## src/rtl/leglite_pkg.sv

```systemverilog
// leglite_pkg: shared definitions for the LEGLite hazard controller.
//   - opcode encodings of the 3-bit ID opcode field
//   - sequencing FSM state type
//   - shadow slot type tracking instructions bound for EX and MEM
package leglite_pkg;

    localparam logic [2:0] OP_ADD   = 3'd0;
    localparam logic [2:0] OP_SUB   = 3'd1;
    localparam logic [2:0] OP_UNDEF = 3'd2;
    localparam logic [2:0] OP_LD    = 3'd3;
    localparam logic [2:0] OP_ST    = 3'd4;
    localparam logic [2:0] OP_CBZ   = 3'd5;
    localparam logic [2:0] OP_ADDI  = 3'd6;
    localparam logic [2:0] OP_ANDI  = 3'd7;

    typedef enum logic [1:0] {
        StRun     = 2'd0,
        StBrWait1 = 2'd1,
        StBrWait2 = 2'd2
    } state_e;

    typedef struct packed {
        logic       valid;
        logic       wr;
        logic       memread;
        logic [2:0] rd;
    } slot_t;

    localparam slot_t SLOT_EMPTY = '{valid: 1'b0, wr: 1'b0, memread: 1'b0, rd: 3'd0};

endpackage

```

## src/rtl/leglite_regusage.sv

```systemverilog
// leglite_regusage: combinational decode of which registers an ID-stage
// instruction reads and writes.
//   opcode, rn, rm, rd : instruction fields in ID
//   rd_a_en, rd_a      : first read port usage
//   rd_b_en, rd_b      : second read port usage
//   wr                 : instruction writes rd
//   memread            : instruction is a load
module leglite_regusage
    import leglite_pkg::*;
(
    input  logic [2:0] opcode,
    input  logic [2:0] rn,
    input  logic [2:0] rm,
    input  logic [2:0] rd,
    output logic       rd_a_en,
    output logic [2:0] rd_a,
    output logic       rd_b_en,
    output logic [2:0] rd_b,
    output logic       wr,
    output logic       memread
);

    always_comb begin
        rd_a_en = 1'b0;
        rd_a    = rn;
        rd_b_en = 1'b0;
        rd_b    = rm;
        wr      = 1'b0;
        memread = 1'b0;
        case (opcode)
            OP_ADD, OP_SUB: begin
                rd_a_en = 1'b1;
                rd_b_en = 1'b1;
                wr      = 1'b1;
            end
            OP_LD: begin
                rd_a_en = 1'b1;
                wr      = 1'b1;
                memread = 1'b1;
            end
            OP_ST: begin
                // Store data comes from the rd field.
                rd_a_en = 1'b1;
                rd_b_en = 1'b1;
                rd_b    = rd;
            end
            OP_CBZ: begin
                // CBZ tests the register named in rd.
                rd_a_en = 1'b1;
                rd_a    = rd;
            end
            OP_ADDI, OP_ANDI: begin
                rd_a_en = 1'b1;
                wr      = 1'b1;
            end
            default: ; // OP_UNDEF: bubble, no register usage
        endcase
    end

endmodule

```

## src/rtl/pipeline_hazard_ctrl.sv

```systemverilog
// pipeline_hazard_ctrl: LEGLite ID-stage sequencing controller.
//   Resolves load-use hazards by a one-cycle stall and CBZ control hazards by
//   either predict-not-taken with flush (BR_POLICY=0) or holding fetch until
//   the branch resolves in MEM (BR_POLICY=1).
//   clock, reset_n          : rising-edge clock, async active-low reset
//   id_opcode/rn/rm/rd      : instruction fields in ID
//   mem_br_taken            : CBZ in MEM is taken
//   pc_write, ifid_write    : fetch / IF-ID load enables
//   nop                     : bubble into ID/EX
//   flush_ifid, flush_idex  : pipeline register clears
//   stall_cnt, flush_cnt    : saturating event counters
module pipeline_hazard_ctrl
    import leglite_pkg::*;
#(
    parameter int unsigned BR_POLICY = 0,
    parameter int unsigned CNT_W     = 8
) (
    input  logic             clock,
    input  logic             reset_n,
    input  logic [2:0]       id_opcode,
    input  logic [2:0]       id_rn,
    input  logic [2:0]       id_rm,
    input  logic [2:0]       id_rd,
    input  logic             mem_br_taken,
    output logic             pc_write,
    output logic             ifid_write,
    output logic             nop,
    output logic             flush_ifid,
    output logic             flush_idex,
    output logic [CNT_W-1:0] stall_cnt,
    output logic [CNT_W-1:0] flush_cnt
);

    localparam bit PredictNt = (BR_POLICY == 0);
    localparam logic [CNT_W-1:0] CntOne = {{(CNT_W-1){1'b0}}, 1'b1};

    state_e state_q, state_d;
    slot_t  ex_slot_q, ex_slot_d;
    slot_t  mem_slot_q, mem_slot_d;
    logic [CNT_W-1:0] stall_cnt_q, flush_cnt_q;

    logic       rd_a_en, rd_b_en, id_wr, id_memread;
    logic [2:0] rd_a, rd_b;
    logic       load_use;
    logic       stall_inc, flush_inc;
    logic       pc_write_c, ifid_write_c, nop_c, flush_ifid_c, flush_idex_c;

    leglite_regusage u_regusage (
        .opcode  (id_opcode),
        .rn      (id_rn),
        .rm      (id_rm),
        .rd      (id_rd),
        .rd_a_en (rd_a_en),
        .rd_a    (rd_a),
        .rd_b_en (rd_b_en),
        .rd_b    (rd_b),
        .wr      (id_wr),
        .memread (id_memread)
    );

    assign load_use = ex_slot_q.valid && ex_slot_q.memread &&
                      ((rd_a_en && (rd_a == ex_slot_q.rd)) ||
                       (rd_b_en && (rd_b == ex_slot_q.rd)));

    always_comb begin
        state_d      = state_q;
        pc_write_c   = 1'b1;
        ifid_write_c = 1'b1;
        nop_c        = 1'b0;
        flush_ifid_c = 1'b0;
        flush_idex_c = 1'b0;
        stall_inc    = 1'b0;
        flush_inc    = 1'b0;
        mem_slot_d   = ex_slot_q;
        case (state_q)
            StRun: begin
                if (PredictNt && mem_br_taken) begin
                    // Taken branch squashes IF/ID, ID/EX and EX/MEM-bound work.
                    nop_c        = 1'b1;
                    flush_ifid_c = 1'b1;
                    flush_idex_c = 1'b1;
                    flush_inc    = 1'b1;
                    mem_slot_d   = SLOT_EMPTY;
                end else if (load_use) begin
                    pc_write_c   = 1'b0;
                    ifid_write_c = 1'b0;
                    nop_c        = 1'b1;
                    stall_inc    = 1'b1;
                end else if (!PredictNt && (id_opcode == OP_CBZ)) begin
                    state_d = StBrWait1;
                end
            end
            StBrWait1: begin
                // A taken report here is a protocol error and is ignored.
                pc_write_c   = 1'b0;
                ifid_write_c = 1'b0;
                nop_c        = 1'b1;
                stall_inc    = 1'b1;
                state_d      = StBrWait2;
            end
            StBrWait2: begin
                state_d = StRun;
                if (mem_br_taken) begin
                    nop_c        = 1'b1;
                    flush_ifid_c = 1'b1;
                    flush_inc    = 1'b1;
                end else if (load_use) begin
                    pc_write_c   = 1'b0;
                    ifid_write_c = 1'b0;
                    nop_c        = 1'b1;
                    stall_inc    = 1'b1;
                end
            end
            default: state_d = StRun;
        endcase
    end

    always_comb begin
        if (nop_c) begin
            ex_slot_d = SLOT_EMPTY;
        end else begin
            ex_slot_d = '{valid: 1'b1, wr: id_wr, memread: id_memread, rd: id_rd};
        end
    end

    // Hold the pipeline quiet while reset is asserted.
    assign pc_write   = reset_n & pc_write_c;
    assign ifid_write = reset_n & ifid_write_c;
    assign nop        = ~reset_n | nop_c;
    assign flush_ifid = reset_n & flush_ifid_c;
    assign flush_idex = reset_n & flush_idex_c;

    always_ff @(posedge clock or negedge reset_n) begin
        if (!reset_n) begin
            state_q     <= StRun;
            ex_slot_q   <= SLOT_EMPTY;
            mem_slot_q  <= SLOT_EMPTY;
            stall_cnt_q <= '0;
            flush_cnt_q <= '0;
        end else begin
            state_q    <= state_d;
            ex_slot_q  <= ex_slot_d;
            mem_slot_q <= mem_slot_d;
            if (stall_inc && (stall_cnt_q != '1)) begin
                stall_cnt_q <= stall_cnt_q + CntOne;
            end
            if (flush_inc && (flush_cnt_q != '1)) begin
                flush_cnt_q <= flush_cnt_q + CntOne;
            end
        end
    end

    assign stall_cnt = stall_cnt_q;
    assign flush_cnt = flush_cnt_q;

    // Shadow state kept for visibility; not consumed by the control logic.
    logic unused_slots;
    assign unused_slots = ^{ex_slot_q.wr, mem_slot_q};

endmodule

```

## config.mk

```make
export PLATFORM = sky130hd
export DESIGN_NAME = pipeline_hazard_ctrl
export DESIGN_NICKNAME = d
export VERILOG_FILES = /design/src/rtl/leglite_pkg.sv /design/src/rtl/leglite_regusage.sv /design/src/rtl/pipeline_hazard_ctrl.sv
export SDC_FILE = /design/constraint.sdc
export NUM_CORES = 1
export LEC_CHECK = 0
export BUFFER_PORTS_ARGS = -buffer_cell sky130_fd_sc_hd__buf_2
export CAP_MARGIN = 0
export CORE_ASPECT_RATIO = 0.7
export CORE_MARGIN = 2
export CORE_UTILIZATION = 45
export DETAILED_ROUTE_END_ITERATION = 6
export MAX_ROUTING_LAYER = met4
export PLACE_DENSITY = 0.86
export SLEW_MARGIN = 30
export SYNTH_ARGS = -nofsm -noshare
export SYNTH_HDL_FRONTEND = slang
export SYNTH_SLANG_ARGS = --single-unit
```

## constraint.sdc

```tcl
create_clock -name clock -period 1.85 [get_ports clock]
set_input_delay 0.0925 -clock clock [delete_from_list [all_inputs] [get_ports clock]]
set_output_delay 0.0925 -clock clock [all_outputs]
set_load 0.02 [all_outputs]
```

# --- Word level (Yosys, flattened, before mapping) ---
# Index checks and enable logic that the tools add are counted.
totals:
  ff_bits: 23
  inputBits: 15
  output_inout_bits: 21
op_classes:
  addsub: 2
  eq_ne: 12
  muxes: 19
  n_bitwise: 5
  n_reduce_logical: 13
op_table:
  columns: ["cell", "n"]
  rows:
  - ["adder 8 x 1 -> 8 bit, second input constant", 2]
  - ["!= test 8 bit, second input constant", 2]
  - ["== test 3 bit, second input constant", 4]
  - ["2-to-1 mux 1 bit", 12]
  - ["OR reduction 7 bit", 1]
  - ["== test 3 bit", 2]
  - ["logical AND 1 bit", 6]
  - ["2-to-1 mux 3 bit", 2]
  - ["2-to-1 mux 6 bit", 1]
  - ["one-hot mux 1 bit (2 select lines)", 3]
  - ["OR reduction 5 bit", 1]
  - ["one-hot mux 2 bit (2 select lines)", 1]
  - ["AND 1 bit", 3]
  - ["== test 3 x 1 -> 1 bit, second input constant", 1]
  - ["== test 3 x 2 -> 1 bit, second input constant", 1]
  - ["zero test 3 bit", 1]
  - ["OR reduction 3 bit", 1]
  - ["== test 2 x 1 -> 1 bit, second input constant", 1]
  - ["== test 2 bit, second input constant", 1]
  - ["zero test 2 bit", 1]
  - ["OR reduction 2 bit", 1]
  - ["logical OR 1 bit", 1]
  - ["inverter 1 bit", 1]
  - ["bitwise OR 1 bit", 1]

# --- Longest topological paths before layout ---
# Gate-level depths: netlist of the first run.
depth:
  word_depth: 10
  mapped_depth: 7

# --- Modules after synthesis ---
# A second synthesis of the first run with hierarchy kept.
unflattened:
  cells_unflattened: 105
  area_unflattened_um2: 1204.9
modules_own_cells:
  columns: ["mod", "n_inst", "cells_each", "area_each_um2", "seq_area_each_um2"]
  rows:
  - ["pipeline_hazard_ctrl", 1, 92, 1084.8, 525.5]
  - ["leglite_regusage", 1, 13, 120.1, 0.0]

# --- Worst setup path after synthesis of the first run ---
# No wires, ideal clock.
synth_path:
  path_type: "reg-to-output"
  startpoint: "register ex_slot_q[0] (netlist name)"
  endpoint: "output port pc_write"
  arrival_ns: 2.049
  slack_ns: -0.291
  stages_incl_launch_ff: 8
  path_buffers: 2
  cell_sequence: "dfrtp_1 -> and2_1 -> o221a_2 -> nor3_1 -> o22ai_2 -> buf_6 -> a21boi_0 -> buf_4"
synth_via:
  elab_chain_cells: 8
  elab_cells_between_ends: 10
synth_lines:
  columns: ["item", "line_no", "text"]
  rows:
  - ["start, declared", "pipeline_hazard_ctrl.sv:38", "slot_t ex_slot_q, ex_slot_d;"]
  - ["start signal, assigned", "pipeline_hazard_ctrl.sv:142", "ex_slot_q <= ex_slot_d;"]
  - ["== test 3 bit, on equally long branches", "pipeline_hazard_ctrl.sv:62, pipeline_hazard_ctrl.sv:63", null]
  - ["logical AND 1 bit, on equally long branches", "pipeline_hazard_ctrl.sv:62, pipeline_hazard_ctrl.sv:63", null]
  - ["logical OR 1 bit (*)", "pipeline_hazard_ctrl.sv:62", "((rd_a_en && (rd_a == ex_slot_q.rd)) ||"]
  - ["logical AND 1 bit (*)", "pipeline_hazard_ctrl.sv:61", "assign load_use = ex_slot_q.valid && ex_slot_q.memread &&"]
  - ["2-to-1 mux 1 bit (*) (2 in series)", null, null]
  - ["one-hot mux 1 bit (2 select lines) (*)", null, null]
  - ["AND 1 bit (*)", null, null]
  - ["end, declared", "pipeline_hazard_ctrl.sv:25", "output logic pc_write,"]
# Mark *: on every way between the ends. The rest lies on a longest branch, timed or not.

# --- Worst setup path after layout of the first run ---
layout_path:
  startpoint: "register ex_slot_q[1] (netlist name)"
  endpoint: "output port nop"
layout_via:
  elab_chain_cells: 8
  elab_cells_between_ends: 10
layout_lines:
  columns: ["item", "line_no", "text"]
  rows:
  - ["== test 3 bit, on equally long branches", "pipeline_hazard_ctrl.sv:62, pipeline_hazard_ctrl.sv:63", null]
  - ["logical AND 1 bit, on equally long branches", "pipeline_hazard_ctrl.sv:62, pipeline_hazard_ctrl.sv:63", null]
  - ["logical OR 1 bit (*)", "pipeline_hazard_ctrl.sv:62", null]
  - ["logical AND 1 bit (*)", "pipeline_hazard_ctrl.sv:61", null]
  - ["2-to-1 mux 1 bit (*)", "pipeline_hazard_ctrl.sv:84, pipeline_hazard_ctrl.sv:107", null]
  - ["2-to-1 mux 1 bit (*)", "pipeline_hazard_ctrl.sv:103", "if (mem_br_taken) begin"]
  - ["one-hot mux 1 bit (2 select lines) (*)", "pipeline_hazard_ctrl.sv:75", "case (state_q)"]
  - ["bitwise OR 1 bit (*)", "pipeline_hazard_ctrl.sv:129", "assign nop = ~reset_n | nop_c;"]
  - ["end, declared", "pipeline_hazard_ctrl.sv:27", "output logic nop,"]
# Marked as above.

==> metrics, run 1 <==
ys flop type=dfrtp_1; flop-to-flop setup slack=-0.18 ns; clock-pin slew on the worst setup and hold paths=0.08 ns; Max Cap Viol=0; Avg Vias per Cell=around 5.5; Initial Utilization=0.476; Synth Warn #=0; share of layout cells above drive strength 1=0.409; Die H=46.7 um; Core Footprint=roughly 2500 um2; worst-path maximum fanout=5; DP Wirelength=1970 um; CTS buffer count=3; Buffers on Ports=35; WHS Path Cells=2; Reg2Reg Depth=8; pre-CTS setup slack=-0.0572 ns; drt initial violations=roughly 80; first-pass GRT wire length=between 5000 and 6000 um; Synth Instances=~110; crit path launch=ex_slot_q[1]$_DFF_PN0_; synth unique cells=34; Die W=~65 um; Synth top area share=0.449; final setup fails=11; GPL Wtd Cong=0.897; final hold violations=0; FF+latch count, synth=21; GR Util All Layers=0.246; CTS sink count=21; Area contributors post-synth=dfrtp_1, xnor2_1, xor2_1, and2_1, and3_1; top-count cell post-synth=dfrtp_1; clock root buffer=clkbuf_8; sequential cell area=about 530 um2; number of global-route vias before repair=1,069; Slew Limit Headroom=0.745; area delta synth->final=37.4%; fraction of registers with async set or reset after synthesis=1.00; crit end category=primary output; top achievable clock speed=~500 MHz; total vias in the final route=~1.1k; setup repair after global routing missed its margin=true; Ports=36; cell row count=15; R2R Path Start=ex_slot_q[1]$_DFF_PN0_; clk buf depth=2; number of synthesized flops with an enable pin=0; Seq/Total Area, Yosys=0.449; grt total ovfl=0; Fin Setup TNS=-1.06 ns; most frequent cells after synthesis=dfrtp_1, xnor2_1, nand2_1, nand3_1; Clock Skews=between 0.01 and 0.015 ns; Power, Total=around 1.5 mW; nets@finish=about 180; Die ar.=3030 um2; Power per Cell Area=about 940 nW/um2; synthesized area=approximately 1200 um2; TritonCTS clock tree=built; syn nets=130; DRC Markers=0; Critical Path Source Type=flip-flop; failing checks=setup timing; area of the multi-input gates=698 um2; capturing point of the worst reg2reg path=stall_cnt[1]$_DFFE_PN0P_; initial antenna violation count=0; Pleak=approximately 0.78 nW; Slew Viols, Final=0; Tmin final=around 2 ns; setup ws final=-0.207 ns; largest net degree at the start of global routing=14; synthesized area per cell=about 10 um2; maximum VDD drop=around 0.00067 V; status=complete, but fails checks; worst skew pair latency=around 0.27 ns; first-pass detailed-route iteration total=4; Crit Path Category=flip-flop to primary output; # diodes=0; last element of the critical path=nop; final WL=roughly 3200 um; H-tree levels=1; area post-placement=1400 um2; fin cells=approximately 190; DR WL/cell=16.7 um; leading area contributor after synthesis=dfrtp_1; final hold slack=a little under 0.08 ns; Final ANT Viol Nets=0; fin area=around 1600 um2; crit path DAT=1.96 ns; Final Core Density=0.654; Hold WC Path Type=input pin to flip-flop; Crit path required time=1.76 ns; Tcrit/Tclk final=1.11; DP Cell Count=around 180; Layout fillers=~180; worst-margin pin slew=0.379 ns
[final cells by class]
class                           count  share of cell area
Inverter                            4             0.00933
Sequential cell                    21               0.327
Timing Repair Buffer               45               0.176
Multi-Input combinational cell     85               0.434
Clock buffer                        4              0.0280
Tap cell                           34              0.0264
[flip-flops by register name (all words and copies together), names as in the netlist]
name / cells
ex_slot_q: 5
flush_cnt: 8
stall_cnt: 8
[worst min path at each step]
| stage | endpoint | slack [ns] | from |
|---|---|---|---|
| CTS | ex_slot_q[3]$_DFF_PN0_ | 0.07 | id_opcode[2] |
| detailed placement | flush_cnt[5]$_DFFE_PN0P_ | -0.02 | reset_n |
| finish | ex_slot_q[3]$_DFF_PN0_ | 0.08 | id_opcode[2] |
| global placement | flush_cnt[5]$_DFFE_PN0P_ | -0.02 | reset_n |
| floorplan | ex_slot_q[0]$_DFF_PN0_ | -0.20 | reset_n |
| global route | ex_slot_q[3]$_DFF_PN0_ | 0.07 | id_opcode[2] |
[logic make-up (layout without fill, tap and decap cells)]
| family | count (synthesis) | after routing | share of synthesized area |
|---|---|---|---|
| XOR/XNOR | 20 | 20 | 0.150 |
| AND/OR/NAND/NOR | 47 | 47 | 0.225 |
| AO/OA/AOI/OAI | 12 | 12 | 0.0801 |
| flip-flops | 21 | 21 | 0.449 |
| buffers and inverters | 7 | 53 | 0.0352 |
| multiplexers | 4 | 4 | 0.0395 |
| adder cells (fa/ha/maj) | 2 | 2 | 0.0214 |
[power breakdown]
part	internal, mW	leakage, nW	switching (mW)
Clock	0.154	0.0228	0.148
Sequential	0.558	0.267	0.108
Combinational	0.222	0.491	0.326
Total	0.934	0.781	0.582
[critical path, stage by stage (launching register included)]
cell      delay [ns]
dfrtp_1         0.43
xnor2_2         0.20
a21oi_2         0.08
a2111o_1        0.42
o22ai_4         0.18
buf_6           0.15
nor2_4          0.04
nand2_1         0.08
buf_6           0.11
[metal layers]
layer | wire, um | share of wire | up-vias | global-route usage
li1 | - | - | 484 | -
met2 | 1480 | 0.46 | 43 | 0.410
met5 | 0 | 0 | - | -
met1 | 1410 | 0.44 | 520 | 0.292
met4 | 148 | 0.046 | 0 | 0.111
met3 | 183 | 0.057 | 16 | 0.0562
[what timing repair did]
item                                    4_1_cts  5_1_grt
endpoints found under the setup margin       10       15
hold endpoints to repair                      9        0
resized for setup                            16        9
pin swaps                                     3        3
hold buffers                                  1        0
buffers inserted                              4        1
cloned                                        0        0
[layout by cell type (no fill, tap or decap), types with 3 or more instances in the layout]
| cell type | instances |
|---|---|
| dfrtp_1 | 21 |
| buf_4 | 6 |
| and2_1 | 6 |
| xor2_1 | 5 |
| nor3_1 | 3 |
| and3_1 | 6 |
| buf_2 | 32 |
| buf_6 | 6 |
| clkbuf_8 | 3 |
| nor2b_1 | 3 |
| nand3_1 | 5 |
| nand2_1 | 6 |
| xnor2_1 | 12 |
| inv_1 | 4 |
| nor2_1 | 5 |
Note: power is estimated with default switching activity, not from simulation.
==> run 2: changes to the inputs <==
CORE_UTILIZATION = 50   (was 45)
GPL_ROUTABILITY_DRIVEN = 0   (was unset)
PLACE_DENSITY = 0.9   (was 0.86)
clock period = 2.1 ns   (was 1.85 ns; I/O delays follow)
==> metrics, run 2 (same netlist as run 1, synthesis figures left out) <==
first-pass detailed-route iteration total=4; TritonCTS clock tree=built; DR WL/cell=roughly 15 um; first-pass GRT wire length=about 4700 um; Layout fillers=160; Crit Path Category=flip-flop to primary output; Initial Utilization=0.535; clock root buffer=clkbuf_4; flop-to-flop setup slack=0.10 ns; cell row count=14; number of global-route vias before repair=roughly 1.0k; setup ws final=-0.0454 ns; Die W=61.8 um; Hold WC Path Type=input pin to flip-flop; nets@finish=approximately 180; R2R Path Start=ex_slot_q[1]$_DFF_PN0_; Avg Vias per Cell=roughly 5.5; initial antenna violation count=0; worst skew pair latency=roughly 0.30 ns; total vias in the final route=approximately 1.0k; Buf+Inv Stages, Crit Path=2; area post-placement=between 1000 and 1500 um2; Die H=about 44 um; failing checks=setup timing; largest net degree at the start of global routing=17; Die ar.=approximately 2800 um2; capturing point of the worst reg2reg path=stall_cnt[4]$_DFFE_PN0P_; GR Util All Layers=0.246; crit path DAT=~2 ns; pre-CTS setup slack=~0.044 ns; maximum VDD drop=0.000457 V; top achievable clock speed=466 MHz; Ports=36; critical-path cell list=xnor2_2 -> a21oi_2 -> a2111o_1 -> o22ai_2 -> buf_6 -> a21boi_2 -> buf_4; area delta synth->final=29.6%; Crit path required time=2.00 ns; Final ANT Viol Nets=0; share of layout cells above drive strength 1=0.380; commonest non-fill, non-tap cell in the layout=buf_2; drt initial violations=35; worst-path maximum fanout=4; final hold violations=0; final WL=2880 um; last element of the critical path=ifid_write; Critical Path Stages=7; clock-pin slew on the worst setup and hold paths=between 0.1 and 0.15 ns; Critical Path Source Type=flip-flop; Max Cap Viol=0; Power per Cell Area=roughly 810 nW/um2; Core Footprint=2190 um2; Reg2Reg Depth=8; crit end category=primary output; Slew Limit Headroom=0.767; # diodes=0; most frequent cells in the layout=buf_2, dfrtp_1, xnor2_1; highest-delay cell along the critical path=dfrtp_2; CTS buffer count=3; Slew Viols, Final=0; crit path launch=ex_slot_q[1]$_DFF_PN0_; CTS sink count=21; DRC Markers=0; H-tree levels=1; Clock Skews=around 0.0048 ns; setup repair after global routing missed its margin=true; status=complete, but fails checks; DP Wirelength=2030 um; final setup fails=3; worst-margin pin slew=about 0.35 ns; Tmin final=roughly 2.1 ns; Pleak=about 0.76 nW; critical path's top delay family=compound AO/OA/AOI/OAI gates; grt total ovfl=0; max incr delay on CP=0.47 ns; Tcrit/Tclk final=1.02; clk buf depth=2; fin area=about 1500 um2; Buffers on Ports=35; Fin Setup TNS=-0.109 ns
==> run 2: where the power goes <==
group          total (mW)  internal, mW  leakage [nW]  switching [mW]
logic               0.457         0.188         0.476           0.269
registers           0.584         0.491         0.266          0.0925
clock network       0.195        0.0741        0.0150           0.121
total                1.24         0.754         0.757           0.482
==> run 2: routing by layer <==
layer	wire length, um	global-route usage
met5	0	-
met3	172	0.0556
met2	1420	0.394
met1	1220	0.306
met4	65	0.0851
==> run 2: repair_timing <==
| item | 4_1_cts | 5_1_grt |
|---|---|---|
| hold buffers | 1 | 0 |
| buffers inserted | 5 | 0 |
| setup endpoints to repair | 3 | 9 |
| endpoints found under the hold margin | 21 | 0 |
| resized for setup | 7 | 9 |
| pin swaps | 2 | 2 |
==> run 2: through the flow <==
stage	cells	util	power [mW]	hold WS [ns]
floorplan	113	-	0.860	-0.191
CTS	191	0.681	1.23	0.0282
detailed placement	181	0.635	1.03	0.0164
finish	190	0.693	1.24	0.0376
global route	190	0.693	1.31	0.0445
global placement	181	0.635	1.00	0.0171
==> run 2: final cells by class <==
class                      instances  area, um2  share of cell area
timing repair buffer              44        268               0.176
clock buffer                       4       26.3              0.0173
sequential                        21        527               0.347
tap                               32       40.0              0.0264
multi-input combinational         85        642               0.423
inverter                           4       15.0             0.00989
==> run 2: worst min-delay path by stage <==
stage | start | endpoint | slack (ns) | depth (start not counted)
3_5_place_dp | reset_n | flush_cnt[6]$_DFFE_PN0P_ | 0.02 | 1
5_1_grt | id_opcode[2] | ex_slot_q[3]$_DFF_PN0_ | 0.04 | 2
6_report | id_opcode[2] | ex_slot_q[3]$_DFF_PN0_ | 0.04 | 2
4_1_cts | id_opcode[2] | ex_slot_q[3]$_DFF_PN0_ | 0.03 | 2
3_3_place_gp | reset_n | flush_cnt[4]$_DFFE_PN0P_ | 0.02 | 1
2_1_floorplan | reset_n | ex_slot_q[0]$_DFF_PN0_ | -0.19 | 0
